===== src/rtl/sequence_pkg.sv =====
`default_nettype none
// ============================================================================
//  Module      : sequence_pkg
//  Description : Shared FSM state encoding, default widths and len clamping
//                helper for the serial sequence generator.
//  Revision    : 1.0 - initial release
// ============================================================================
package sequence_pkg;

    localparam int DEF_PAT_W = 8;
    localparam int DEF_LEN_W = $clog2(DEF_PAT_W) + 1;

    typedef enum logic [1:0] {
        ST_IDLE = 2'd0,
        ST_SEND = 2'd1,
        ST_GAP  = 2'd2,
        ST_DONE = 2'd3
    } state_t;

    // A len of zero or one wider than the pattern means "the whole pattern".
    function automatic int eff_len(input int len, input int pat_w);
        return ((len == 0) || (len > pat_w)) ? pat_w : len;
    endfunction

endpackage : sequence_pkg
`default_nettype wire


===== src/rtl/seq_shift_reg.sv =====
`default_nettype none
// ============================================================================
//  Module      : seq_shift_reg
//  Description : Parallel-load, LSB-first shifter with a bit index counter.
//                Exposes the bit that will be current after the coming edge.
//  Revision    : 1.0 - initial release
// ============================================================================
module seq_shift_reg #(
    parameter int PAT_W = 8,
    parameter int LEN_W = 4
) (
    input  logic             clk,
    input  logic             rst,
    input  logic             i_load,
    input  logic             i_shift,
    input  logic [PAT_W-1:0] i_data,
    input  logic [LEN_W-1:0] i_len,
    output logic             o_next_bit,
    output logic             o_last
);

    logic [PAT_W-1:0] r_data;
    logic [LEN_W-1:0] r_cnt;

    always_ff @(posedge clk) begin
        if (rst) begin
            r_data <= '0;
            r_cnt  <= '0;
        end else if (i_load) begin
            r_data <= i_data;
            r_cnt  <= '0;
        end else if (i_shift) begin
            r_data <= {1'b0, r_data[PAT_W-1:1]};
            r_cnt  <= r_cnt + LEN_W'(1);
        end
    end

    // Lookahead lets the caller register the serial output in the same edge.
    always_comb begin
        if (i_load) begin
            o_next_bit = i_data[0];
        end else if (i_shift) begin
            o_next_bit = r_data[1];
        end else begin
            o_next_bit = r_data[0];
        end
    end

    assign o_last = (r_cnt == (i_len - LEN_W'(1)));

endmodule : seq_shift_reg
`default_nettype wire


===== src/rtl/sequence_generator.sv =====
`default_nettype none
// ============================================================================
//  Module      : sequence_generator
//  Description : Serialises a captured pattern LSB first, repeated 1..4 times
//                with optional idle gaps, framed and followed by a done pulse.
//  Revision    : 1.0 - initial release
// ============================================================================
module sequence_generator
    import sequence_pkg::*;
#(
    parameter int PAT_W = DEF_PAT_W,
    parameter int LEN_W = $clog2(PAT_W) + 1
) (
    input  logic             clk,
    input  logic             reset,
    input  logic             start,
    input  logic [PAT_W-1:0] pattern,
    input  logic [LEN_W-1:0] len,
    input  logic [1:0]       reps,
    input  logic [3:0]       gap,
    output logic             ready,
    output logic             aout,
    output logic             avalid,
    output logic             frame,
    output logic             done,
    output logic [1:0]       count
);

    state_t           r_state;
    state_t           w_state_nxt;

    logic [PAT_W-1:0] r_pat;
    logic [LEN_W-1:0] r_len;
    logic [1:0]       r_reps;
    logic [3:0]       r_gap;
    logic [1:0]       r_rep;
    logic [3:0]       r_gcnt;

    logic             r_ready;
    logic             r_aout;
    logic             r_avalid;
    logic             r_frame;
    logic             r_done;

    logic             w_accept;
    logic             w_load;
    logic             w_shift;
    logic             w_new_rep;
    logic             w_last;
    logic             w_next_bit;
    logic             w_rep_done;
    logic [LEN_W-1:0] w_len_eff;
    logic [PAT_W-1:0] w_ld_data;

    logic             w_ready_nxt;
    logic             w_aout_nxt;
    logic             w_avalid_nxt;
    logic             w_frame_nxt;
    logic             w_done_nxt;

    assign w_accept   = (r_state == ST_IDLE) && start;
    assign w_rep_done = (r_rep == r_reps);
    assign w_len_eff  = LEN_W'(eff_len(int'(len), PAT_W));
    assign w_ld_data  = (r_state == ST_IDLE) ? pattern : r_pat;

    // ------------------------------------------------------------------
    // State register
    // ------------------------------------------------------------------
    always_ff @(posedge clk) begin
        if (reset) begin
            r_state <= ST_IDLE;
        end else begin
            r_state <= w_state_nxt;
        end
    end

    // ------------------------------------------------------------------
    // Next-state logic
    // ------------------------------------------------------------------
    always_comb begin
        w_state_nxt = r_state;
        case (r_state)
            ST_IDLE: begin
                if (start) begin
                    w_state_nxt = ST_SEND;
                end
            end
            ST_SEND: begin
                if (w_last) begin
                    if (w_rep_done) begin
                        w_state_nxt = ST_DONE;
                    end else if (r_gap != 4'd0) begin
                        w_state_nxt = ST_GAP;
                    end else begin
                        w_state_nxt = ST_SEND;
                    end
                end
            end
            ST_GAP: begin
                if (r_gcnt == (r_gap - 4'd1)) begin
                    w_state_nxt = ST_SEND;
                end
            end
            ST_DONE: begin
                w_state_nxt = ST_IDLE;
            end
            default: begin
                w_state_nxt = ST_IDLE;
            end
        endcase
    end

    // ------------------------------------------------------------------
    // Output logic: values the registered outputs take after this edge
    // ------------------------------------------------------------------
    always_comb begin
        w_load    = w_accept
                  || ((w_state_nxt == ST_SEND)
                      && ((r_state == ST_GAP) || ((r_state == ST_SEND) && w_last)));
        w_shift   = (r_state == ST_SEND) && !w_last;
        w_new_rep = w_load && (r_state != ST_IDLE);

        w_ready_nxt  = (w_state_nxt == ST_IDLE);
        w_avalid_nxt = (w_state_nxt == ST_SEND);
        w_aout_nxt   = w_avalid_nxt && w_next_bit;
        w_frame_nxt  = w_load;
        w_done_nxt   = (w_state_nxt == ST_DONE);
    end

    seq_shift_reg #(
        .PAT_W (PAT_W),
        .LEN_W (LEN_W)
    ) u_shift (
        .clk        (clk),
        .rst        (reset),
        .i_load     (w_load),
        .i_shift    (w_shift),
        .i_data     (w_ld_data),
        .i_len      (r_len),
        .o_next_bit (w_next_bit),
        .o_last     (w_last)
    );

    // Transfer parameters are frozen at acceptance.
    always_ff @(posedge clk) begin
        if (reset) begin
            r_pat  <= '0;
            r_len  <= LEN_W'(PAT_W);
            r_reps <= 2'd0;
            r_gap  <= 4'd0;
        end else if (w_accept) begin
            r_pat  <= pattern;
            r_len  <= w_len_eff;
            r_reps <= reps;
            r_gap  <= gap;
        end
    end

    always_ff @(posedge clk) begin
        if (reset) begin
            r_rep  <= 2'd0;
            r_gcnt <= 4'd0;
        end else begin
            if (w_accept || (r_state == ST_DONE)) begin
                r_rep <= 2'd0;
            end else if (w_new_rep) begin
                r_rep <= r_rep + 2'd1;
            end
            r_gcnt <= (r_state == ST_GAP) ? (r_gcnt + 4'd1) : 4'd0;
        end
    end

    always_ff @(posedge clk) begin
        if (reset) begin
            r_ready  <= 1'b1;
            r_aout   <= 1'b0;
            r_avalid <= 1'b0;
            r_frame  <= 1'b0;
            r_done   <= 1'b0;
        end else begin
            r_ready  <= w_ready_nxt;
            r_aout   <= w_aout_nxt;
            r_avalid <= w_avalid_nxt;
            r_frame  <= w_frame_nxt;
            r_done   <= w_done_nxt;
        end
    end

    assign ready  = r_ready;
    assign aout   = r_aout;
    assign avalid = r_avalid;
    assign frame  = r_frame;
    assign done   = r_done;
    assign count  = r_rep;

endmodule : sequence_generator
`default_nettype wire


===== config.mk =====
export PLATFORM = sky130hd
export DESIGN_NAME = sequence_generator
export DESIGN_NICKNAME = d
export VERILOG_FILES = /design/src/rtl/sequence_pkg.sv /design/src/rtl/seq_shift_reg.sv /design/src/rtl/sequence_generator.sv
export SDC_FILE = /design/constraint.sdc
export NUM_CORES = 1
export LEC_CHECK = 0
export ABC_AREA = 1
export CORE_AREA = 2 2 64 66
export CTS_CLUSTER_SIZE = 20
export DETAILED_ROUTE_END_ITERATION = 10
export DIE_AREA = 0 0 66 68
export HOLD_SLACK_MARGIN = 0.03
export PLACE_DENSITY = 0.86
export REMOVE_ABC_BUFFERS = 1
export SYNTH_ARGS = -nofsm -noshare
export SYNTH_HDL_FRONTEND = slang
export SYNTH_SLANG_ARGS = --single-unit

===== constraint.sdc =====
create_clock -name clk -period 2.4 [get_ports clk]
set_input_delay 0.48 -clock clk [delete_from_list [all_inputs] [get_ports clk]]
set_output_delay 0.48 -clock clk [all_outputs]
set_load 0.05 [all_outputs]

==> key figures, run 1 <==
STA
  • Slew margin rel.: 66.1%
  • Fin Clk Skew: 0.00341 ns
  • RSZ-0062 raised after global routing: no
  • Fin. max-slew vios: 0
  • Final Hold Vio Count: 0
  • Min cycle time layout: 2.02 ns
  • Final Setup Violations: 0
  • Hold slack: 0.473 ns
  • Post-Route Setup TNS: 0 ns
  • FMAX: 495 MHz
  • Worst-Margin Slew: 0.507 ns
  • Period utilization: 84.2%

GRT
  • Number of global-route vias before repair: 1610
  • Initial antenna violation count: 0
  • Largest net degree at the start of global routing: 17
  • First-pass GRT wire length: 6.84 mm
  • GRT overflow: 0
  • All-Layer GR Usage: 20.3%

Setup path
  • Worst-case reg-to-reg path depth: 16
  • CP top delay family: buffers and inverters
  • Kind of start point of the critical path: flip-flop
  • Worst Setup Path Type: reg -> out
  • Arr. time, crit path: 1.54 ns
  • Buf/Inv on CP: 1
  • Cell depth of the worst setup path: 1
  • Critical Path End Type: output port
  • CP Max Fanout: 5
  • Worst Path Required: 1.92 ns
  • Crit-path slowest cell: clkdlybuf4s50_1
  • Max incr delay on CP: 0.84 ns
  • Crit-path cells: clkdlybuf4s50_1

Synth
  • Syn Area/Cell: 7.13 um2
  • Post-synthesis sequential area ratio: 42.9%
  • Multiplexer share of the synthesized area: 0.510%
  • Compound-Gate Fraction of Synth Area: 10.4%
  • Warnings, synthesis: 0
  • Yosys reg bits: 42
  • Synth Area in Simple Gates: 31.0%
  • Largest family of logic cells by synthesized area: simple AND/OR/NAND/NOR gates
  • Netlist cell types: 29
  • Gate Count Post-Synth: 275
  • Post-Synth XOR/XNOR Area: 4.02%
  • Mapped Area: 1960 um2
  • Post-Synth Adder-Cell Area: 2.55%

Placed design
  • RePlAce Congestion: 0.785
  • PortBufs: 27
  • Hpwl dp: 2.92 mm
  • Area after DPL: 2300 um2

Pwr
  • Sw Share: 27.9%
  • Maximum VDD drop: 479 uV
  • Clk pwr share: 29.0%
  • Combinational Power Share: 18.5%
  • Switching power: 405 uW
  • Internal power: 1.04 mW
  • PwrDens: 611 nW/um2
  • Pleak: 1.06 nW
  • Part of the power in registers: 52.5%

Drt
  • WL final: 3.94 mm
  • First-pass DRT Iterations: 4
  • Vias per cell: 4.79
  • Via count: 1716
  • Wire per inst: 11.0 um
  • DR DRC count: 0
  • Iter 0 DRT Violations: 118
  • Antenna Nets Post-Route: 0

Floorplanning
  • Die area: 4490 um2
  • Chip Width: 66 um
  • Chip height: 68 um
  • # IOs: 28
  • Cell Rows: 23
  • Initial Util: 50.9%
  • Core Area: 3860 um2

Cells and area
  • Final nets: 333
  • Commonest cells after routing, fill and taps aside: 84 x nand2_1, 42 x dfxtp_1, 39 x inv_1
  • Commonest non-fill, non-tap cell in the layout: nand2_1
  • Layout cell share with drive strength beyond 1: 8.12%
  • P&R area growth vs syn: 21.0%
  • Post-route cell area: 2370 um2
  • Diode count: 0

Clock tree
  • H-tree depth: 2
  • TritonCTS clock tree: done
  • Cts hold-fix bufs: 0
  • Root Buffer: clkbuf_8
  • Number of clock sinks seen by CTS: 42
  • Worst-skew pair later-pin latency: 0.29 ns
  • Clock Path Buffers: 2
  • Clock slew at reported path FFs: 0.07 ns
  • Num CTS Buffers: 5
  • Post-CTS Repair Setup Buffers: 0
  • CTS resizes: 0

Hold path
  • Hold Path Cell Cnt: 2
  • Hold Path Class: reg -> reg

Job
  • Max-Cap Viols: 0

Status
  • Outcome: finished, final reports clean
worst paths after layout:
kind | end | from | slack (ns)
setup / recovery | count[0] | count[0]$_SDFFE_PP0P_ | 0.38
setup reg to reg | u_shift.r_data[1]$_SDFFE_PP0P_ | r_gap[0]$_SDFFE_PP0P_ | 0.43
hold / removal | r_pat[3]$_SDFFE_PP0P_ | r_pat[3]$_SDFFE_PP0P_ | 0.47
hold reg to reg | r_pat[3]$_SDFFE_PP0P_ | r_pat[3]$_SDFFE_PP0P_ | 0.47
cells in the mapped netlist, drive strengths merged:
master,n,area (um2)
a21oi,5,25.0
a22o,3,26.3
nand3b,1,7.51
o221a,1,11.3
nand3,17,85.1
nand2,90,358
nand4,2,12.5
xor2,5,43.8
xnor2,4,35.0
mux2i,1,10.0
nor3b,2,20.0
clkbuf,2,7.51
nor3,1,5.00
buf,1,5.00
or2,1,6.26
nor2,25,114
o21ai,26,141
ha,4,50.1
dfxtp,42,841
inv,41,154
clkinv,1,3.75
sequential cells by signal (all words and copies together) (netlist names):
name,count
aout,1
avalid,1
count,2
done,1
frame,1
r_gap,4
r_gcnt,4
r_len,4
r_pat,8
r_reps,2
r_state,2
ready,1
u_shift.r_cnt,4
u_shift.r_data,7
kinds of logic (layout without fill, tap and decap cells):
kind of cell	after synthesis	count (layout)
multiplexers	1	1
flip-flops	42	42
XOR/XNOR	9	9
adder cells (fa/ha/maj)	4	4
AND/OR/NAND/NOR	139	139
AO/OA/AOI/OAI	35	35
buffers and inverters	45	78
through the flow:
| stage | utilization, % | power (mW) | cells | setup slack (ns) |
|---|---|---|---|---|
| 2_1_floorplan | - | 0.948 | 272 | 0.654 |
| 3_3_place_gp | 59.6 | 1.03 | 351 | 0.487 |
| 3_5_place_dp | 59.6 | 1.04 | 351 | 0.460 |
| 4_1_cts | 61.6 | 1.46 | 358 | 0.363 |
| 5_1_grt | 61.6 | 1.53 | 358 | 0.0750 |
| 6_report | 61.6 | 1.45 | 358 | 0.380 |
power groups by stage:
stage	Clock [mW]	Combinational, mW	Sequential [mW]
after detailed placement	0	0.265	0.776
final	0.421	0.268	0.761
after CTS	0.434	0.267	0.761
after global routing	0.467	0.301	0.766
after global placement	0	0.259	0.775
after floorplan	0	0.155	0.793
per-layer routing:
| layer | global-route usage, % | vias to the layer above | wire length, um |
|---|---|---|---|
| met3 | 5.76 | 4 | 212 |
| li1 | - | 924 | - |
| met5 | 0 | - | 0 |
| met2 | 33.8 | 35 | 1830 |
| met1 | 24.9 | 753 | 1840 |
| met4 | 8.42 | 0 | 63 |
layout make-up:
class	instances	area (um2)
fill	369	1480
timing repair buffer	29	285
clock buffer	7	76.3
sequential	42	841
tap	50	62.6
inverter	42	158
multi-input combinational	188	951
worst reg2reg max path: cells and delay by family (launching register included):
| kind | cells | cell delay (ns) |
|---|---|---|
| and+or+nand+nor | 11 | 0.93 |
| adders and majority gates | 1 | 0.31 |
| buffers and inverters | 4 | 0.31 |
| DFF | 1 | 0.34 |
(Power assumes the default switching activity.)
==> run 2, diff against run 1 <==
- clock period: 2.4 -> 1.9 ns (I/O delays scaled with it)
==> run 2 against run 1 <==
  * Critical endpoint is now u_shift.r_data[6]$_SDFFE_PP0P_
  * First-iteration DRC count fell by 32%
  * Highest routed layer unchanged
  * Final cell count rose by 1.7%
  * Die area did not move
  * Global-route usage rose by 0.22 points
  * Sequential power rose by 27%
  * Critical path type is now reg -> reg
  * Non-clock buffer count rose by 6
  * Critical path depth rose by 13
  * Largest cell class unchanged
  * Clock-buffer cell count did not move
  * Worst setup slack got worse by 0.32 ns
  * Design area rose by 4.3%
==> key figures, run 2 (same netlist as run 1, synthesis figures left out) <==
STA
  • Final Worst Setup Slack: 0.0557 ns
  • Final Hold Vio Count: 0
  • Fin. max-slew vios: 0
  • Fin Clk Skew: 0.00552 ns
  • Min cycle time layout: 1.84 ns
  • Period utilization: 97.1%
  • FMAX: 542 MHz
  • Worst-Margin Slew: 0.496 ns
  • RSZ-0062 raised after global routing: yes
  • Final Setup Violations: 0
  • Slew margin rel.: 66.8%
  • Hold slack: 0.468 ns

Cells and area
  • Diode count: 0
  • Layout cell share with drive strength beyond 1: 15.6%
  • Max reg flops: 8
  • Filler instances: 335
  • Biggest register: r_pat
  • Final non-filler cell total: 364
  • P&R area growth vs syn: 26.2%
  • Largest registers: r_pat x8, u_shift.r_data x7
  • Commonest cells after routing, fill and taps aside: 83 x nand2_1, 39 x dfxtp_1, 33 x inv_1
  • Final nets: 339
  • Post-route cell area: 2480 um2
  • Commonest non-fill, non-tap cell in the layout: nand2_1

Pwr
  • Internal power: 1.34 mW
  • Clk pwr share: 28.7%
  • Combinational Power Share: 20.0%
  • Sw Share: 28.6%
  • Part of the power in registers: 51.3%
  • Maximum VDD drop: 450 uV
  • PwrDens: 758 nW/um2
  • Pleak: 1.10 nW
  • Tot Pwr: 1.88 mW
  • Switching power: 538 uW

Setup path
  • Arr. time, crit path: 2.09 ns
  • CP Max Fanout: 6
  • Crit-path slowest cell: dfxtp_2
  • CP top delay family: simple AND/OR/NAND/NOR gates
  • CP most frequent cell: nand2_1
  • Max incr delay on CP: 0.35 ns
  • Worst Path Required: 2.15 ns
  • Kind of start point of the critical path: flip-flop
  • Worst Setup Path Type: reg -> reg
  • Crit-path cells: inv_4 > ha_4 > nand2_1 > nand2_1 > nand2_1 > nor2_2 > nand3_1 > nand3_1 > nand2_2 > o21ai_4 > nand2_1 > nand3_1 > nand2_1 > inv_1
  • Buf/Inv on CP: 2
  • Critical Path End Type: flip-flop

GRT
  • All-Layer GR Usage: 20.6%
  • Largest net degree at the start of global routing: 16
  • First-pass GRT wire length: 6.99 mm
  • GRT overflow: 0
  • Number of global-route vias before repair: 1682
  • Initial antenna violation count: 0

Drt
  • Iter 0 DRT Violations: 80
  • WL final: 4.29 mm
  • Vias per cell: 4.90
  • DR DRC count: 0
  • First-pass DRT Iterations: 4
  • Antenna Nets Post-Route: 0
  • Wire per inst: 11.8 um
  • Via count: 1784

Hold path
  • Hold Path Class: reg -> reg

Placed design
  • Area after DPL: 2310 um2
  • Hpwl dp: 2.86 mm
  • Placed cells: 354
  • RePlAce Congestion: 0.921
  • PortBufs: 27
  • Place WS: -0.0198 ns

Floorplanning
  • Die area: 4490 um2
  • Chip height: 68 um
  • # IOs: 28
  • Chip Width: 66 um
  • Cell Rows: 23
  • Initial Util: 50.9%
  • Core Area: 3860 um2

Clock tree
  • Cts hold-fix bufs: 0
  • TritonCTS clock tree: done
  • Clock Path Buffers: 2
  • Num CTS Buffers: 5
  • Root Buffer: clkbuf_8
  • Number of clock sinks seen by CTS: 42
  • H-tree depth: 2
  • Worst-skew pair later-pin latency: 0.30 ns
  • Clock slew at reported path FFs: 0.07 ns

Job
  • Max-Cap Viols: 0

Status
  • Outcome: finished, final reports clean
run 2: cell count changes in the layout (fill, tap and decap cells not counted), sizes merged:
cell,previous run,this run
buf,2,10
clkdlybuf4s50,27,25
run 2: cell type report:
cell class,instances,area (um2),share of cell area [%]
inverters,42,160,6.47
multi-input cells,188,1010,40.7
repair buffers,35,325,13.1
well taps,50,62.6,2.53
flip-flops and latches,42,845,34.1
clock buffers,7,76.3,3.08
run 2: what timing repair did:
action	4_1_cts	5_1_grt
resized for setup	6	14
setup buffers	1	2
pin swaps	10	10
endpoints found under the setup margin	14	18
run 2: worst min-delay path: stages (launching register included):
cell	delay, ns
dfxtp_1	0.34
nand2_1	0.05
o21ai_0	0.05
run 2: path summary, 6_finish.rpt:
check	from	endpoint	slack (ns)	cells after the start
hold / removal	r_pat[4]$_SDFFE_PP0P_	r_pat[4]$_SDFFE_PP0P_	0.47	2
setup reg to reg	r_gap[0]$_SDFFE_PP0P_	u_shift.r_data[6]$_SDFFE_PP0P_	0.06	14
hold reg to reg	r_pat[4]$_SDFFE_PP0P_	r_pat[4]$_SDFFE_PP0P_	0.47	2
setup / recovery	r_gap[0]$_SDFFE_PP0P_	u_shift.r_data[6]$_SDFFE_PP0P_	0.06	14
run 2: through the flow:
stage	setup TNS [ns]	util (%)
after detailed placement	-0.0526	60.0
after global placement	0	60.0
after floorplan	0	-
after global routing	-1.10	64.2
after CTS	0	62.8
final	0	64.2
run 2: power by group through the flow:
stage / Clock (mW) / Sequential, mW / Combinational, mW
2_1_floorplan: 0 / 1.00 / 0.196
3_3_place_gp: 0 / 0.979 / 0.335
3_5_place_dp: 0 / 0.980 / 0.341
6_report: 0.540 / 0.963 / 0.375
5_1_grt: 0.585 / 0.970 / 0.420
4_1_cts: 0.554 / 0.961 / 0.352
run 2: metal layers:
| layer | share of wire (%) | GRT usage, % | vias up |
|---|---|---|---|
| met5 | 0 | 0 | - |
| met4 | 2.7 | 6.89 | 0 |
| met3 | 6.3 | 5.76 | 14 |
| met2 | 47 | 37.1 | 40 |
| met1 | 43 | 23.5 | 797 |
| li1 | - | - | 933 |
